===== src/rtl/mem_bus_arbiter_pkg.sv =====
// Shared types and constants for the SAYEH memory bus arbiter.
// State encoding, owner codes, abort data and default bus widths.
package sayeh_mem_pkg;

    localparam int unsigned DEF_ADDR_W = 16;
    localparam int unsigned DEF_DATA_W = 16;

    typedef enum logic [1:0] {
        IDLE    = 2'd0,
        ACC_CPU = 2'd1,
        ACC_DMA = 2'd2,
        RESP    = 2'd3
    } arb_state_e;

    localparam logic OWN_CPU = 1'b0;
    localparam logic OWN_DMA = 1'b1;

    localparam logic [15:0] ABORT_DATA = 16'hFFFF;

    function automatic logic req_active(input logic rd, input logic wr);
        return rd | wr;
    endfunction

endpackage


===== src/rtl/mem_bus_arbiter_if.sv =====
// Bus bundle between the CPU/DMA requesters, the arbiter and the memory model.
// The arbiter uses the slave modport; the environment side uses master.
interface mem_bus_arbiter_if
    import sayeh_mem_pkg::*;
#(
    parameter int unsigned ADDR_W = DEF_ADDR_W,
    parameter int unsigned DATA_W = DEF_DATA_W
);

    logic              cpu_ReadMem;
    logic              cpu_WriteMem;
    logic [ADDR_W-1:0] cpu_addr;
    logic [DATA_W-1:0] cpu_wdata;
    logic [DATA_W-1:0] cpu_rdata;
    logic              cpu_memDataReady;

    logic              dma_rd;
    logic              dma_wr;
    logic [ADDR_W-1:0] dma_addr;
    logic [DATA_W-1:0] dma_wdata;
    logic [DATA_W-1:0] dma_rdata;
    logic              dma_done;

    logic              mem_read;
    logic              mem_write;
    logic [ADDR_W-1:0] mem_addr;
    logic [DATA_W-1:0] mem_wdata;
    logic [DATA_W-1:0] mem_rdata;
    logic              mem_ready;

    logic              owner;
    logic              busy;
    logic              err;

    modport slave (
        input  cpu_ReadMem, cpu_WriteMem, cpu_addr, cpu_wdata,
        output cpu_rdata, cpu_memDataReady,
        input  dma_rd, dma_wr, dma_addr, dma_wdata,
        output dma_rdata, dma_done,
        output mem_read, mem_write, mem_addr, mem_wdata,
        input  mem_rdata, mem_ready,
        output owner, busy, err
    );

    modport master (
        output cpu_ReadMem, cpu_WriteMem, cpu_addr, cpu_wdata,
        input  cpu_rdata, cpu_memDataReady,
        output dma_rd, dma_wr, dma_addr, dma_wdata,
        input  dma_rdata, dma_done,
        input  mem_read, mem_write, mem_addr, mem_wdata,
        output mem_rdata, mem_ready,
        input  owner, busy, err
    );

endinterface


===== src/rtl/mem_bus_arbiter_rr_arb2.sv =====
// Combinational two-way round-robin pick between the CPU and DMA requesters.
// On a tie the requester that did not own the last grant wins.
module rr_arb2
    import sayeh_mem_pkg::*;
(
    input  logic req_cpu_i,
    input  logic req_dma_i,
    input  logic last_owner_i,
    output logic grant_valid_o,
    output logic grant_id_o
);

    always_comb begin
        grant_valid_o = req_cpu_i | req_dma_i;
        grant_id_o    = OWN_CPU;
        if (req_cpu_i && req_dma_i) begin
            grant_id_o = ~last_owner_i;
        end else if (req_dma_i) begin
            grant_id_o = OWN_DMA;
        end
    end

endmodule


===== src/rtl/mem_bus_arbiter.sv =====
// Shares one memory between CPU and DMA ports, one registered transaction at a time.
// Define MEM_ARB_TIMEOUT_EN to build the access watchdog (abort with all-ones data, sticky err).
module mem_bus_arbiter
    import sayeh_mem_pkg::*;
#(
    parameter int unsigned ADDR_W  = DEF_ADDR_W,
    parameter int unsigned DATA_W  = DEF_DATA_W,
    parameter int unsigned TIMEOUT = 15
) (
    input logic              clk,
    input logic              ExternalReset,
    mem_bus_arbiter_if.slave bus
);

    if (TIMEOUT < 1 || TIMEOUT > 255) begin : g_timeout_range
        $error("mem_bus_arbiter: TIMEOUT must be within 1..255");
    end

    arb_state_e        state_q;
    logic              owner_q;
    logic              last_owner_q;
    logic              mem_read_q;
    logic              mem_write_q;
    logic [ADDR_W-1:0] mem_addr_q;
    logic [DATA_W-1:0] mem_wdata_q;
    logic [DATA_W-1:0] cpu_rdata_q;
    logic [DATA_W-1:0] dma_rdata_q;
    logic              cpu_ready_q;
    logic              dma_done_q;

    logic              cpu_req;
    logic              dma_req;
    logic              grant_valid;
    logic              grant_id;

    logic              sel_rd;
    logic              sel_wr;
    logic [ADDR_W-1:0] sel_addr;
    logic [DATA_W-1:0] sel_wdata;

    logic              tmo_hit;
    logic              acc_end;
    logic              capture;
    logic [DATA_W-1:0] resp_data;

    assign cpu_req = req_active(bus.cpu_ReadMem, bus.cpu_WriteMem);
    assign dma_req = req_active(bus.dma_rd, bus.dma_wr);

    rr_arb2 u_rr_arb2 (
        .req_cpu_i     (cpu_req),
        .req_dma_i     (dma_req),
        .last_owner_i  (last_owner_q),
        .grant_valid_o (grant_valid),
        .grant_id_o    (grant_id)
    );

    // Read wins when a requester raises both strobes at once.
    always_comb begin
        sel_rd    = bus.cpu_ReadMem;
        sel_wr    = bus.cpu_WriteMem & ~bus.cpu_ReadMem;
        sel_addr  = bus.cpu_addr;
        sel_wdata = bus.cpu_wdata;
        if (grant_id == OWN_DMA) begin
            sel_rd    = bus.dma_rd;
            sel_wr    = bus.dma_wr & ~bus.dma_rd;
            sel_addr  = bus.dma_addr;
            sel_wdata = bus.dma_wdata;
        end
    end

`ifdef MEM_ARB_TIMEOUT_EN
    logic [7:0] tmo_cnt_q;
    logic       err_q;
    logic       in_acc;

    assign in_acc    = (state_q == ACC_CPU) || (state_q == ACC_DMA);
    assign tmo_hit   = in_acc && !bus.mem_ready && (tmo_cnt_q == 8'(TIMEOUT - 1));
    assign resp_data = tmo_hit ? DATA_W'(ABORT_DATA) : bus.mem_rdata;

    // Counter sits at zero in IDLE, so every access starts from a clean count.
    always_ff @(posedge clk or negedge ExternalReset) begin
        if (!ExternalReset) begin
            tmo_cnt_q <= '0;
            err_q     <= 1'b0;
        end else begin
            if (state_q == IDLE) begin
                tmo_cnt_q <= '0;
            end else if (in_acc && !bus.mem_ready) begin
                tmo_cnt_q <= tmo_cnt_q + 8'd1;
            end
            if (tmo_hit) begin
                err_q <= 1'b1;
            end
        end
    end

    assign bus.err = err_q;
`else
    assign tmo_hit   = 1'b0;
    assign resp_data = bus.mem_rdata;
    assign bus.err   = 1'b0;
`endif

    assign acc_end = bus.mem_ready | tmo_hit;
    assign capture = mem_read_q | tmo_hit;

    always_ff @(posedge clk or negedge ExternalReset) begin
        if (!ExternalReset) begin
            state_q      <= IDLE;
            owner_q      <= OWN_CPU;
            last_owner_q <= OWN_DMA;
            mem_read_q   <= 1'b0;
            mem_write_q  <= 1'b0;
            mem_addr_q   <= '0;
            mem_wdata_q  <= '0;
            cpu_rdata_q  <= '0;
            dma_rdata_q  <= '0;
            cpu_ready_q  <= 1'b0;
            dma_done_q   <= 1'b0;
        end else begin
            cpu_ready_q <= 1'b0;
            dma_done_q  <= 1'b0;
            unique case (state_q)
                IDLE: begin
                    if (grant_valid) begin
                        mem_read_q   <= sel_rd;
                        mem_write_q  <= sel_wr;
                        mem_addr_q   <= sel_addr;
                        mem_wdata_q  <= sel_wdata;
                        owner_q      <= grant_id;
                        last_owner_q <= grant_id;
                        state_q      <= (grant_id == OWN_DMA) ? ACC_DMA : ACC_CPU;
                    end
                end
                ACC_CPU, ACC_DMA: begin
                    if (acc_end) begin
                        mem_read_q  <= 1'b0;
                        mem_write_q <= 1'b0;
                        if (state_q == ACC_CPU) begin
                            cpu_ready_q <= 1'b1;
                            if (capture) begin
                                cpu_rdata_q <= resp_data;
                            end
                        end else begin
                            dma_done_q <= 1'b1;
                            if (capture) begin
                                dma_rdata_q <= resp_data;
                            end
                        end
                        state_q <= RESP;
                    end
                end
                // Held level requests are ignored here so one access yields one pulse.
                RESP: state_q <= IDLE;
                default: state_q <= IDLE;
            endcase
        end
    end

    assign bus.mem_read         = mem_read_q;
    assign bus.mem_write        = mem_write_q;
    assign bus.mem_addr         = mem_addr_q;
    assign bus.mem_wdata        = mem_wdata_q;
    assign bus.cpu_rdata        = cpu_rdata_q;
    assign bus.dma_rdata        = dma_rdata_q;
    assign bus.cpu_memDataReady = cpu_ready_q;
    assign bus.dma_done         = dma_done_q;
    assign bus.owner            = owner_q;
    assign bus.busy             = (state_q != IDLE);

endmodule


===== src/flat_wrapper.sv =====
// flat-port wrapper written by rule: the top's interface ports become plain ports
module mem_bus_arbiter_flat import sayeh_mem_pkg::*;
#(
    parameter int unsigned ADDR_W  = DEF_ADDR_W,
    parameter int unsigned DATA_W  = DEF_DATA_W,
    parameter int unsigned TIMEOUT = 15
)
  (clk, ExternalReset, bus_cpu_ReadMem, bus_cpu_WriteMem, bus_cpu_addr, bus_cpu_wdata, bus_cpu_rdata, bus_cpu_memDataReady, bus_dma_rd, bus_dma_wr, bus_dma_addr, bus_dma_wdata, bus_dma_rdata, bus_dma_done, bus_mem_read, bus_mem_write, bus_mem_addr, bus_mem_wdata, bus_mem_rdata, bus_mem_ready, bus_owner, bus_busy, bus_err);
  mem_bus_arbiter_if #(.ADDR_W(ADDR_W), .DATA_W(DATA_W)) bus_i ();
  input logic clk;
  input logic ExternalReset;
  input wire logic [$bits(bus_i.cpu_ReadMem)-1:0] bus_cpu_ReadMem;
  input wire logic [$bits(bus_i.cpu_WriteMem)-1:0] bus_cpu_WriteMem;
  input wire logic [$bits(bus_i.cpu_addr)-1:0] bus_cpu_addr;
  input wire logic [$bits(bus_i.cpu_wdata)-1:0] bus_cpu_wdata;
  output wire logic [$bits(bus_i.cpu_rdata)-1:0] bus_cpu_rdata;
  output wire logic [$bits(bus_i.cpu_memDataReady)-1:0] bus_cpu_memDataReady;
  input wire logic [$bits(bus_i.dma_rd)-1:0] bus_dma_rd;
  input wire logic [$bits(bus_i.dma_wr)-1:0] bus_dma_wr;
  input wire logic [$bits(bus_i.dma_addr)-1:0] bus_dma_addr;
  input wire logic [$bits(bus_i.dma_wdata)-1:0] bus_dma_wdata;
  output wire logic [$bits(bus_i.dma_rdata)-1:0] bus_dma_rdata;
  output wire logic [$bits(bus_i.dma_done)-1:0] bus_dma_done;
  output wire logic [$bits(bus_i.mem_read)-1:0] bus_mem_read;
  output wire logic [$bits(bus_i.mem_write)-1:0] bus_mem_write;
  output wire logic [$bits(bus_i.mem_addr)-1:0] bus_mem_addr;
  output wire logic [$bits(bus_i.mem_wdata)-1:0] bus_mem_wdata;
  input wire logic [$bits(bus_i.mem_rdata)-1:0] bus_mem_rdata;
  input wire logic [$bits(bus_i.mem_ready)-1:0] bus_mem_ready;
  output wire logic [$bits(bus_i.owner)-1:0] bus_owner;
  output wire logic [$bits(bus_i.busy)-1:0] bus_busy;
  output wire logic [$bits(bus_i.err)-1:0] bus_err;
  assign bus_i.cpu_ReadMem = bus_cpu_ReadMem;
  assign bus_i.cpu_WriteMem = bus_cpu_WriteMem;
  assign bus_i.cpu_addr = bus_cpu_addr;
  assign bus_i.cpu_wdata = bus_cpu_wdata;
  assign bus_cpu_rdata = bus_i.cpu_rdata;
  assign bus_cpu_memDataReady = bus_i.cpu_memDataReady;
  assign bus_i.dma_rd = bus_dma_rd;
  assign bus_i.dma_wr = bus_dma_wr;
  assign bus_i.dma_addr = bus_dma_addr;
  assign bus_i.dma_wdata = bus_dma_wdata;
  assign bus_dma_rdata = bus_i.dma_rdata;
  assign bus_dma_done = bus_i.dma_done;
  assign bus_mem_read = bus_i.mem_read;
  assign bus_mem_write = bus_i.mem_write;
  assign bus_mem_addr = bus_i.mem_addr;
  assign bus_mem_wdata = bus_i.mem_wdata;
  assign bus_i.mem_rdata = bus_mem_rdata;
  assign bus_i.mem_ready = bus_mem_ready;
  assign bus_owner = bus_i.owner;
  assign bus_busy = bus_i.busy;
  assign bus_err = bus_i.err;
  mem_bus_arbiter #(.ADDR_W(ADDR_W), .DATA_W(DATA_W), .TIMEOUT(TIMEOUT)) u_core (.clk(clk), .ExternalReset(ExternalReset), .bus(bus_i));
endmodule

===== config.mk =====
export PLATFORM = sky130hd
export DESIGN_NAME = mem_bus_arbiter_flat
export DESIGN_NICKNAME = d
export VERILOG_FILES = /design/src/rtl/mem_bus_arbiter_pkg.sv /design/src/rtl/mem_bus_arbiter_if.sv /design/src/rtl/mem_bus_arbiter_rr_arb2.sv /design/src/rtl/mem_bus_arbiter.sv /design/src/flat_wrapper.sv
export SDC_FILE = /design/constraint.sdc
export NUM_CORES = 1
export LEC_CHECK = 0
export BUFFER_PORTS_ARGS = -buffer_cell sky130_fd_sc_hd__buf_2
export CAP_MARGIN = 0
export CORE_MARGIN = 5
export CORE_UTILIZATION = 49
export DETAILED_ROUTE_END_ITERATION = 12
export PLACE_DENSITY = 0.85
export REMOVE_ABC_BUFFERS = 1
export SETUP_SLACK_MARGIN = 0.5
export SLEW_MARGIN = 30
export SYNTH_ARGS = -nofsm -noshare
export SYNTH_HDL_FRONTEND = slang
export SYNTH_SLANG_ARGS = --single-unit

===== constraint.sdc =====
create_clock -name clk -period 6.1 [get_ports clk]
set_clock_uncertainty 0.2 [all_clocks]
set_input_delay 0.61 -clock clk [delete_from_list [all_inputs] [get_ports clk]]
set_output_delay 0.61 -clock clk [all_outputs]
set_load 0.05 [all_outputs]

After elaboration in Yosys (flattened, before gate mapping)
Index checks and enable logic that the tools add are counted.
{"block": "word_totals", "regBits": 72, "latchBits": 0, "ram_bits": 0, "romBits": 0, "input_bits": 87, "output_inout_bits": 71, "word_cells": 56, "memories": 0}
{"block": "op_classes", "add_sub_neg": 0, "mul": 0, "div": 0, "order_cmp": 0, "n_eq_ne": 5, "n_shift": 0, "muxes": 21, "n_bitwise": 9, "n_reduce_logical": 10}
{"cell": "16-bit two-way mux", "count": 2}
{"cell": "1-bit two-way mux", "count": 13}
{"cell": "4-bit AND reduction", "count": 2}
{"cell": "2-bit two-way mux", "count": 3}
{"cell": "2-bit one-hot mux with 3 select lines", "count": 1}
{"cell": "2-bit equality test, second input constant", "count": 2}
{"cell": "1-bit NOT", "count": 4}
{"cell": "1-bit one-hot mux with 2 select lines", "count": 2}
{"cell": "2-bit AND reduction", "count": 2}
{"cell": "2-bit nonzero test", "count": 2}
{"cell": "1-bit OR", "count": 3}
{"cell": "3-bit AND reduction", "count": 1}
{"cell": "1-bit bitwise AND", "count": 2}
{"cell": "2-bit by 1-bit equality test with 1-bit output, second input constant", "count": 1}
{"cell": "2-bit logical NOT", "count": 1}
{"cell": "2-bit by 1-bit inequality test with 1-bit output, second input constant", "count": 1}
{"cell": "2-bit inequality test, second input constant", "count": 1}
{"cell": "2-bit OR reduction", "count": 1}
{"cell": "1-bit logical AND", "count": 1}

Depth between registers and ports, before layout
Gate-level depths: netlist of run 1.
{"block": "logic_depth", "ltp_word": 6, "ltp_mapped": 7, "mapped_depth_nobuf": 6}

Modules after synthesis
From an unflattened synthesis of run 1, not the netlist that was laid out.
{"block": "unflattened", "cells_unflattened": 257, "hier_area_um2": 3174.3}
{"mod": "mem_bus_arbiter", "instances": 1, "cells_per_inst": 255, "area_per_inst_um2": 3160.5, "seq_area_each_um2": 1803.0}
{"mod": "rr_arb2", "instances": 1, "cells_per_inst": 2, "area_per_inst_um2": 13.8, "seq_area_each_um2": 0.0}

Worst setup path before layout of run 1
No wires, ideal clock.
{"block": "synth_path", "kind": "flip-flop to flip-flop", "from": "register u_core.state_q[0]", "to": "register u_core.cpu_rdata_q[10], in the netlist u_core.bus.cpu_rdata[10]", "setup_time_ns": 0.125, "t_arrival_ns": 1.589, "required_ns": 5.775, "path_slack_ns": 4.186, "stages_incl_launch_ff": 7, "path_buffers": 1, "period_less_slack_ns": 1.914, "cell_sequence": "dfrtp_1 inv_1 ha_1 and3_1 nand2_2 buf_2 mux2_2"}
{"block": "synth_between", "elab_chain_cells": 3, "elab_cells_between_ends": 4, "classes_between": "eq/ne (2); reduce/logical (2)"}
{"item": "from (decl)", "line": "mem_bus_arbiter.sv:19", "text": "arb_state_e state_q;"}
{"item": "from (signal assigned)", "line": "mem_bus_arbiter.sv:132", "text": "state_q <= (grant_id == OWN_DMA) ? ACC_DMA : ACC_CPU;"}
{"item": "2-bit equality test / 2-bit by 1-bit equality test with 1-bit output (equally long branches)", "line": "mem_bus_arbiter.sv:123, mem_bus_arbiter.sv:139"}
{"item": "2-bit OR reduction", "line": "mem_bus_arbiter.sv:123", "text": "unique case (state_q)"}
{"item": "4-bit AND reduction (no source line) (*)"}
{"item": "to (signal assigned)", "line": "mem_bus_arbiter.sv:142", "text": "cpu_rdata_q <= resp_data;"}
{"item": "to (decl)", "line": "mem_bus_arbiter.sv:26", "text": "logic [DATA_W-1:0] cpu_rdata_q;"}
Every way passes the cells marked *; elsewhere a longest branch is shown, timed or not.
A chain may end at the register's enable or synchronous reset.

Worst setup path in the final report of run 1
{"block": "layout_path", "from": "register u_core.state_q[0]", "to": "output bus_busy"}
{"block": "layout_between", "elab_chain_cells": 1}
{"item": "2-bit nonzero test", "line": "mem_bus_arbiter.sv:169", "text": "assign bus.busy = (state_q != IDLE);"}
{"item": "to (decl)", "line": "flat_wrapper.sv:31", "text": "output wire logic [$bits(bus_i.busy)-1:0] bus_busy;"}
Every way passes these cells.

==> results of run 1 <==
area by class of cell:
type	count	area [sq um]	area share, %
Inverter	6	22.5	0.540
Clock inverter	7	96.3	2.31
Sequential cell	72	1800	43.2
Tap cell	77	96.3	2.31
Multi-Input combinational cell	165	1240	29.6
Timing Repair Buffer	158	796	19.1
Clock buffer	9	124	2.97
power groups by stage:
stage | Clock, mW | Combinational (mW) | Sequential (mW)
final | 0.404 | 1.48 | 0.812
after global routing | 0.441 | 1.58 | 0.841
after CTS | 0.417 | 1.50 | 0.812
after detailed placement | 0 | 1.50 | 0.816
after global placement | 0 | 1.46 | 0.811
after floorplan | 0 | 0.440 | 1.52
critical path: cells and delay by family (launching register included):
family | cells | cell delay, ns
DFF | 1 | 0.40
buffers and inverters | 3 | 0.39
adders and majority gates | 1 | 0.30
cells by family (layout without fill, tap and decap cells):
logic type / after synthesis / in the layout / share of synthesized area, %
AO/OA/AOI/OAI: 47 / 47 / 8.33
adder cells (fa/ha/maj): 3 / 3 / 1.17
buffers and inverters: 20 / 180 / 5.39
flip-flops: 72 / 72 / 56.3
multiplexers: 64 / 64 / 21.3
other: 1 / 1 / 0.117
AND/OR/NAND/NOR: 50 / 50 / 7.39
how the worst min path moves through the flow:
stage / startpoint / endpoint / slack [ns] / cells after the start
3_5_place_dp: u_core.bus.mem_addr[8]$_DFFE_PN0P_ / u_core.bus.mem_addr[8]$_DFFE_PN0P_ / 0.26 / 2
6_report: ExternalReset / u_core.bus.cpu_memDataReady$_DFF_PN0_ / 0.12 / 1
2_1_floorplan: ExternalReset / u_core.bus.cpu_memDataReady$_DFF_PN0_ / 0.11 / 0
4_1_cts: ExternalReset / u_core.bus.mem_addr[11]$_DFFE_PN0P_ / 0.13 / 1
3_3_place_gp: u_core.bus.mem_addr[8]$_DFFE_PN0P_ / u_core.bus.mem_addr[8]$_DFFE_PN0P_ / 0.26 / 2
5_1_grt: ExternalReset / u_core.bus.dma_done$_DFF_PN0_ / 0.16 / 1
layout by cell type (no fill, tap or decap), drive strengths merged:
cell	n
buf	158
dfrtp	71
nand2	39
o21ai	37
mux2i	32
mux2	32
clkbuf	9
inv	6
a21oi	5
clkinv	5
nand2b	4
nor2	3
ha	3
o32ai	2
bufinv	2
and3	1
nor4	1
nor2b	1
a221oi	1
a22oi	1
o21a	1
and2b	1
conb	1
dfstp	1
routing by layer:
layer	vias to the layer above	GRT usage, %
li1	1201	-
met1	1081	22.5
met2	121	27.8
met3	6	7.33
met4	0	6.72
met5	-	0
stage by stage:
| stage | area (sq um) | total power [mW] | worst slack (ns) | utilization, % |
|---|---|---|---|---|
| floorplan | 3050 | 1.96 | 1.22 | - |
| global placement | 3950 | 2.27 | 3.85 | 62.3 |
| detailed placement | 3950 | 2.32 | 3.80 | 62.3 |
| CTS | 4170 | 2.73 | 3.87 | 65.7 |
| global route | 4170 | 2.86 | 3.79 | 65.7 |
| finish | 4170 | 2.70 | 3.89 | 65.7 |
state kept, by name, summed over array words and instances, names as in the netlist:
name and cells:
u_core.bus.mem_read 1, u_core.bus.cpu_rdata 16, u_core.state_q 2, u_core.bus.mem_addr 16
u_core.bus.owner 1, u_core.bus.mem_wdata 16, u_core.bus.mem_write 1, u_core.bus.cpu_memDataReady 1
u_core.last_owner_q 1, u_core.bus.dma_done 1, u_core.bus.dma_rdata 16
==> out/metrics.yaml, run 1 <==
cts:
  cts_tree: "done"
  post_cts_resized: 0
  cts_hold_buf: 0
  root_buffer: "clkbuf_8"
  cts.clk_slew.worst_paths_ns: 0.07
  clk_latency_ns: 0.33
  cts_htree_levels: 3
  cts_buffers: 9
  cts.sinks: 72
  cts_buffer_depth: 2
  postCtsSetupBuffers: 0
timing:
  max_freq_mhz: 452
  slew_violations: 0
  fin_hold_ws_ns: 0.117
  relSlewSlack_pct: 53.3
  finalCritPeriodShare_pct: 36.3
  setup_tns_ns: 0
  worst_pin_slew_ns: 0.700
  final_hold_viol_count: 0
  period_needed_ns: 2.21
  setup_viol: 0
  rsz0062_at_grt: "false"
global_route:
  grt_pass1_vias: 2545
  antenna_found_initial: 0
  grt_start_max_net_pins: 69
  grtUsageTotal_pct: 18.0
  grt-ovfl-total: 0
  grt_pass1_wl_um: 12100
floorplan:
  die_y_um: 90.8
  die_area_sq_um: 8250
  core_region_area_sq_um: 6350
  start_util_pct: 50.4
  rows: 29
  die_w_um: 90.8
  ioPinCount: 158
cells_and_area:
  antenna-diode-count: 0
  nFillCells: 500
  final_cells: 494
  layout.nets: 502
  area_growth_pct: 30.4
  drive_gt1_share_pct: 51.8
worst_setup_path:
  r2r_slack_ns: 4.09
  crit_path_top_delay_cell: "dfrtp_1"
  cp.arrival_ns: 1.40
  worstReg2RegEnd: "u_core.bus.mem_wdata[1]$_DFFE_PN0P_"
  cp_max_fo: 6
  cpMostUsedCell: "inv_1"
  r2r_cells: 5
  slowest_delay_ns: 0.40
  crit_path_end_kind: "output port"
  crit_required_ns: 5.29
  cp_cell_sequence: "inv_1 > ha_1 > inv_1 > buf_2"
  startpoint: "u_core.state_q[0]$_DFFE_PN0P_"
  worstSetupStartpointType: "flip-flop"
  rr_startpoint: "u_core.last_owner_q$_DFFE_PN1P_"
  crit_end: "bus_busy"
  path_class: "flip-flop to output port"
synth:
  yosysTopAreaCell: "dfrtp_1"
  synth_edf_count: 0
  synth_area_per_cell_sq_um: 12.5
  synth_cell_types: 29
  ys_top_cells_by_area: "dfrtp_1, mux2_2, mux2i_1"
  async_flop_share_pct: 100
  yosysWarnings: 0
  seq_area_frac_synth_pct: 56.3
  synthTopCellsByCount: "dfrtp_1, nand2_1, mux2_2, mux2i_1, o21ai_0"
  synthMostInstantiatedCell: "dfrtp_1"
  ys_ff_latch: 72
  synthCells: 257
  synth_top_area_share_pct: 55.5
  synth-main-ff-cell: "dfrtp_1"
  synth.cell_area_sq_um: 3200
power_and_ir_drop:
  seq_power_share_pct: 30.1
  netSwitchingPower_mw: 1.38
  internal_power_mw: 1.31
  p_clk_share_pct: 15.0
  vdd_drop_max_v: 0.000559
  switching_share_pct: 51.2
  pwr_density_cell_nw_per_um2: 646
  p_leak_nw: 2.27
  p_comb_share_pct: 54.9
drt:
  drt_iter0_drc: 61
  ant_nets: 0
  vias_per_cell: 4.88
  dr_wl_met3_um: 774
  wl_met2_um: 3330
  drc_errors: 0
  routedWlPerCell_um: 14.4
  wl_met1_um: 2950
  vias: 2409
  firstDrtPassIters: 4
  wirelength_um: 7120
  top_layer_used: "met4"
placed_design:
  portBuffers: 156
  place_congestion: 0.729
  hpwl_um: 5510
  dp.cells: 478
status:
  status: "complete, no violations"
run:
  drv_cap: 0
min_path:
  hold_path.class: "primary input to asynchronous set/reset pin"
Note: power is estimated with default switching activity, not from simulation.
==> run 2, diff against run 1 <==
Settings changed: ABC_AREA set to 1, CORE_UTILIZATION 49 to 46, PLACE_DENSITY 0.85 to 0.8.
Clock period 6.1 ns to 2.1 ns, I/O delays scaled along.
==> out/metrics.yaml, run 2 <==
status:
  status: "complete, no violations"
cts:
  cts.clk_slew.worst_paths_ns: 0.08  # about the same
  cts_buffers: 9  # unchanged
  cts_htree_levels: 3  # unchanged
  cts_buffer_depth: 2  # unchanged
  cts.sinks: 72  # unchanged
  cts_tree: "done"
  root_buffer: "clkbuf_8"
  clk_latency_ns: 0.35  # +0.02 ns
timing:
  finalCritPeriodShare_pct: 82.8
  setup_viol: 0  # unchanged
  rsz0062_at_grt: "true"
  max_freq_mhz: 575
  setup_tns_ns: 0  # unchanged
  period_needed_ns: 1.74
  slew_violations: 0  # unchanged
  final_hold_viol_count: 0  # unchanged
placed_design:
  place_congestion: 0.793  # +8.8%
  dp.cells: 564  # +18%
  portBuffers: 156  # unchanged
  hpwl_um: 6210  # +13%
synth:
  seq_area_frac_synth_pct: 56.7  # +0.38 points
  yosysTopAreaCell: "dfrtp_1"
  ys_ff_latch: 72  # unchanged
  synth_cell_types: 27  # -6.9%
  synthTopCellsByCount: "nand2_1, dfrtp_1, a21oi_1, nor2_1, nand3_1"
  synth_area_per_cell_sq_um: 9.35  # -25%
  yosysWarnings: 0  # unchanged
  synth.cell_area_sq_um: 3180  # -0.66%
  ys_top_cells_by_area: "dfrtp_1, a21oi_1, nand2_1"
  async_flop_share_pct: 100  # unchanged
  synth_edf_count: 0  # unchanged
  synth_top_area_share_pct: 55.9  # +0.37 points
  synthMostInstantiatedCell: "nand2_1"
  synth-main-ff-cell: "dfrtp_1"
  synthCells: 340  # +32%
worst_setup_path:
  path_class: "flip-flop to flip-flop"
  crit_required_ns: 2.13  # -3.16 ns
  cp.arrival_ns: 1.77  # +0.37 ns
  crit_buf_inv: 2  # -1
  slowest_delay_ns: 0.38  # -0.02 ns
  crit_path_top_delay_cell: "dfrtp_1"
  worstSetupStartpointType: "flip-flop"
  cp_max_fo: 4  # -2
  crit_path_end_kind: "flip-flop"
  cp_cell_sequence: "inv_2 > ha_4 > nand2_4 > nor2_8 > buf_4 > mux2_2"
  critPathTopFamily: "flip-flops"
floorplan:
  die_area_sq_um: 8670  # +5.2%
  rows: 30  # +3.4%
  die_y_um: 93.1  # +2.5%
  core_region_area_sq_um: 6760  # +6.4%
  die_w_um: 93.1  # +2.5%
  start_util_pct: 47.1  # -3.3 points
  ioPinCount: 158  # unchanged
global_route:
  grt_start_max_net_pins: 73  # +5.8%
  antenna_found_initial: 1  # +1
  grtUsageTotal_pct: 26.9  # +8.9 points
  grt_pass1_wl_um: 18200  # +51%
  grt_pass1_vias: 3807  # +50%
  grt-ovfl-total: 0  # unchanged
power_and_ir_drop:
  p_leak_nw: 2.74  # +21%
  pwr_density_cell_nw_per_um2: 1690  # +160%
  vdd_drop_max_v: 0.00108  # +93%
cells_and_area:
  fin_util_pct: 79.5  # +14 points
  layout_commonest_cell: "buf_2"
  area_growth_pct: 68.9
  final_cells: 676  # +37%
  layout.nets: 680  # +35%
  drive_gt1_share_pct: 40.2  # -12 points
  final_cell_mix: "buf_2, nand2_1, dlygate4sd3_1, dfrtp_1, a21oi_1"
drt:
  vias_per_cell: 5.46  # +12%
  drc_errors: 0  # unchanged
  wirelength_um: 12600  # +78%
  routedWlPerCell_um: 18.7  # +30%
  firstDrtPassIters: 6  # +2
  vias: 3691  # +53%
  drt_iter0_drc: 199  # +230%
  ant_nets: 0  # unchanged
min_path:
  hold_path.class: "primary input to flip-flop"
run:
  drv_cap: 0  # unchanged
[run 2: stage by stage]
| stage | power, mW | instance area [sq um] | hold slack (ns) | worst slack [ns] |
|---|---|---|---|---|
| floorplan | 5.78 | 3060 | -0.286 | 0.129 |
| global placement | 6.94 | 4010 | 0.0638 | 0.208 |
| detailed placement | 7.05 | 4010 | 0.0652 | 0.144 |
| CTS | 8.44 | 5130 | -0.0855 | 0.386 |
| global route | 9.49 | 5370 | 0.0397 | 0.295 |
| finish | 9.07 | 5370 | 0.0144 | 0.362 |
[run 2: routing by layer]
layer | vias to the layer above | global-route usage (%) | part of all wire (%)
met1 | 1739 | 32.1 | 36
met2 | 284 | 42.4 | 47
met5 | - | 0 | 0
met4 | 0 | 13.9 | 4.0
li1 | 1610 | - | -
met3 | 58 | 9.90 | 13
[run 2: path summary, 6_finish.rpt]
kind / startpoint / to / slack [ns] / cells after the start
min reg2reg: u_core.bus.dma_rdata[6]$_DFFE_PN0P_ / u_core.bus.dma_rdata[6]$_DFFE_PN0P_ / 0.28 / 2
min in group asynchronous: ExternalReset / u_core.bus.dma_rdata[12]$_DFFE_PN0P_ / 0.20 / 3
max reg2reg: u_core.state_q[1]$_DFFE_PN0P_ / u_core.bus.cpu_rdata[5]$_DFFE_PN0P_ / 0.36 / 6
max in group asynchronous: ExternalReset / u_core.last_owner_q$_DFFE_PN1P_ / 1.14 / 3
max: u_core.state_q[1]$_DFFE_PN0P_ / u_core.bus.cpu_rdata[5]$_DFFE_PN0P_ / 0.36 / 6
min: bus_dma_rd / u_core.bus.mem_write$_DFFE_PN0P_ / 0.01 / 4
[run 2: cell families (layout without fill, tap and decap cells)]
family | after synthesis | count (layout) | synth area share [%]
other cells | 1 | 2 | 0.118
flops | 72 | 72 | 56.7
mux | 13 | 13 | 5.08
compound gates | 74 | 74 | 11.8
buf+inv | 30 | 284 | 5.35
simple gates | 147 | 148 | 19.7
fa+ha+maj | 3 | 3 | 1.18
[run 2: area by class of cell]
class | instances | area, sq um
Clock buffer | 9 | 124
Timing Repair Buffer | 256 | 1870
Antenna cell | 1 | 2.50
Multi-Input combinational cell | 239 | 1340
Tap cell | 80 | 100
Clock inverter | 7 | 72.6
Fill cell | 378 | 1390
Sequential cell | 72 | 1800
Inverter | 12 | 52.6
[run 2: what timing repair did]
item                                   in CTS  in global routing
gates cloned                                0                  3
gates resized for setup                    15                 35
pin swaps                                   5                  0
hold buffers                               81                  1
buffers inserted                            7                  3
setup endpoints to repair                  71                 68
endpoints found under the hold margin     137                  2
[run 2: power breakdown]
group          internal [mW]  switching, mW  total [mW]  leakage [nW]
Clock                  0.547          0.529        1.08        0.0952
Sequential              2.02          0.396        2.42         0.873
Combinational           1.62           3.95        5.57          1.77
[run 2: worst min-delay path: stages]
cell and delay (ns):
buf_2 0.09, nand2_1 0.07, nand3_1 0.08, o21ai_1 0.07
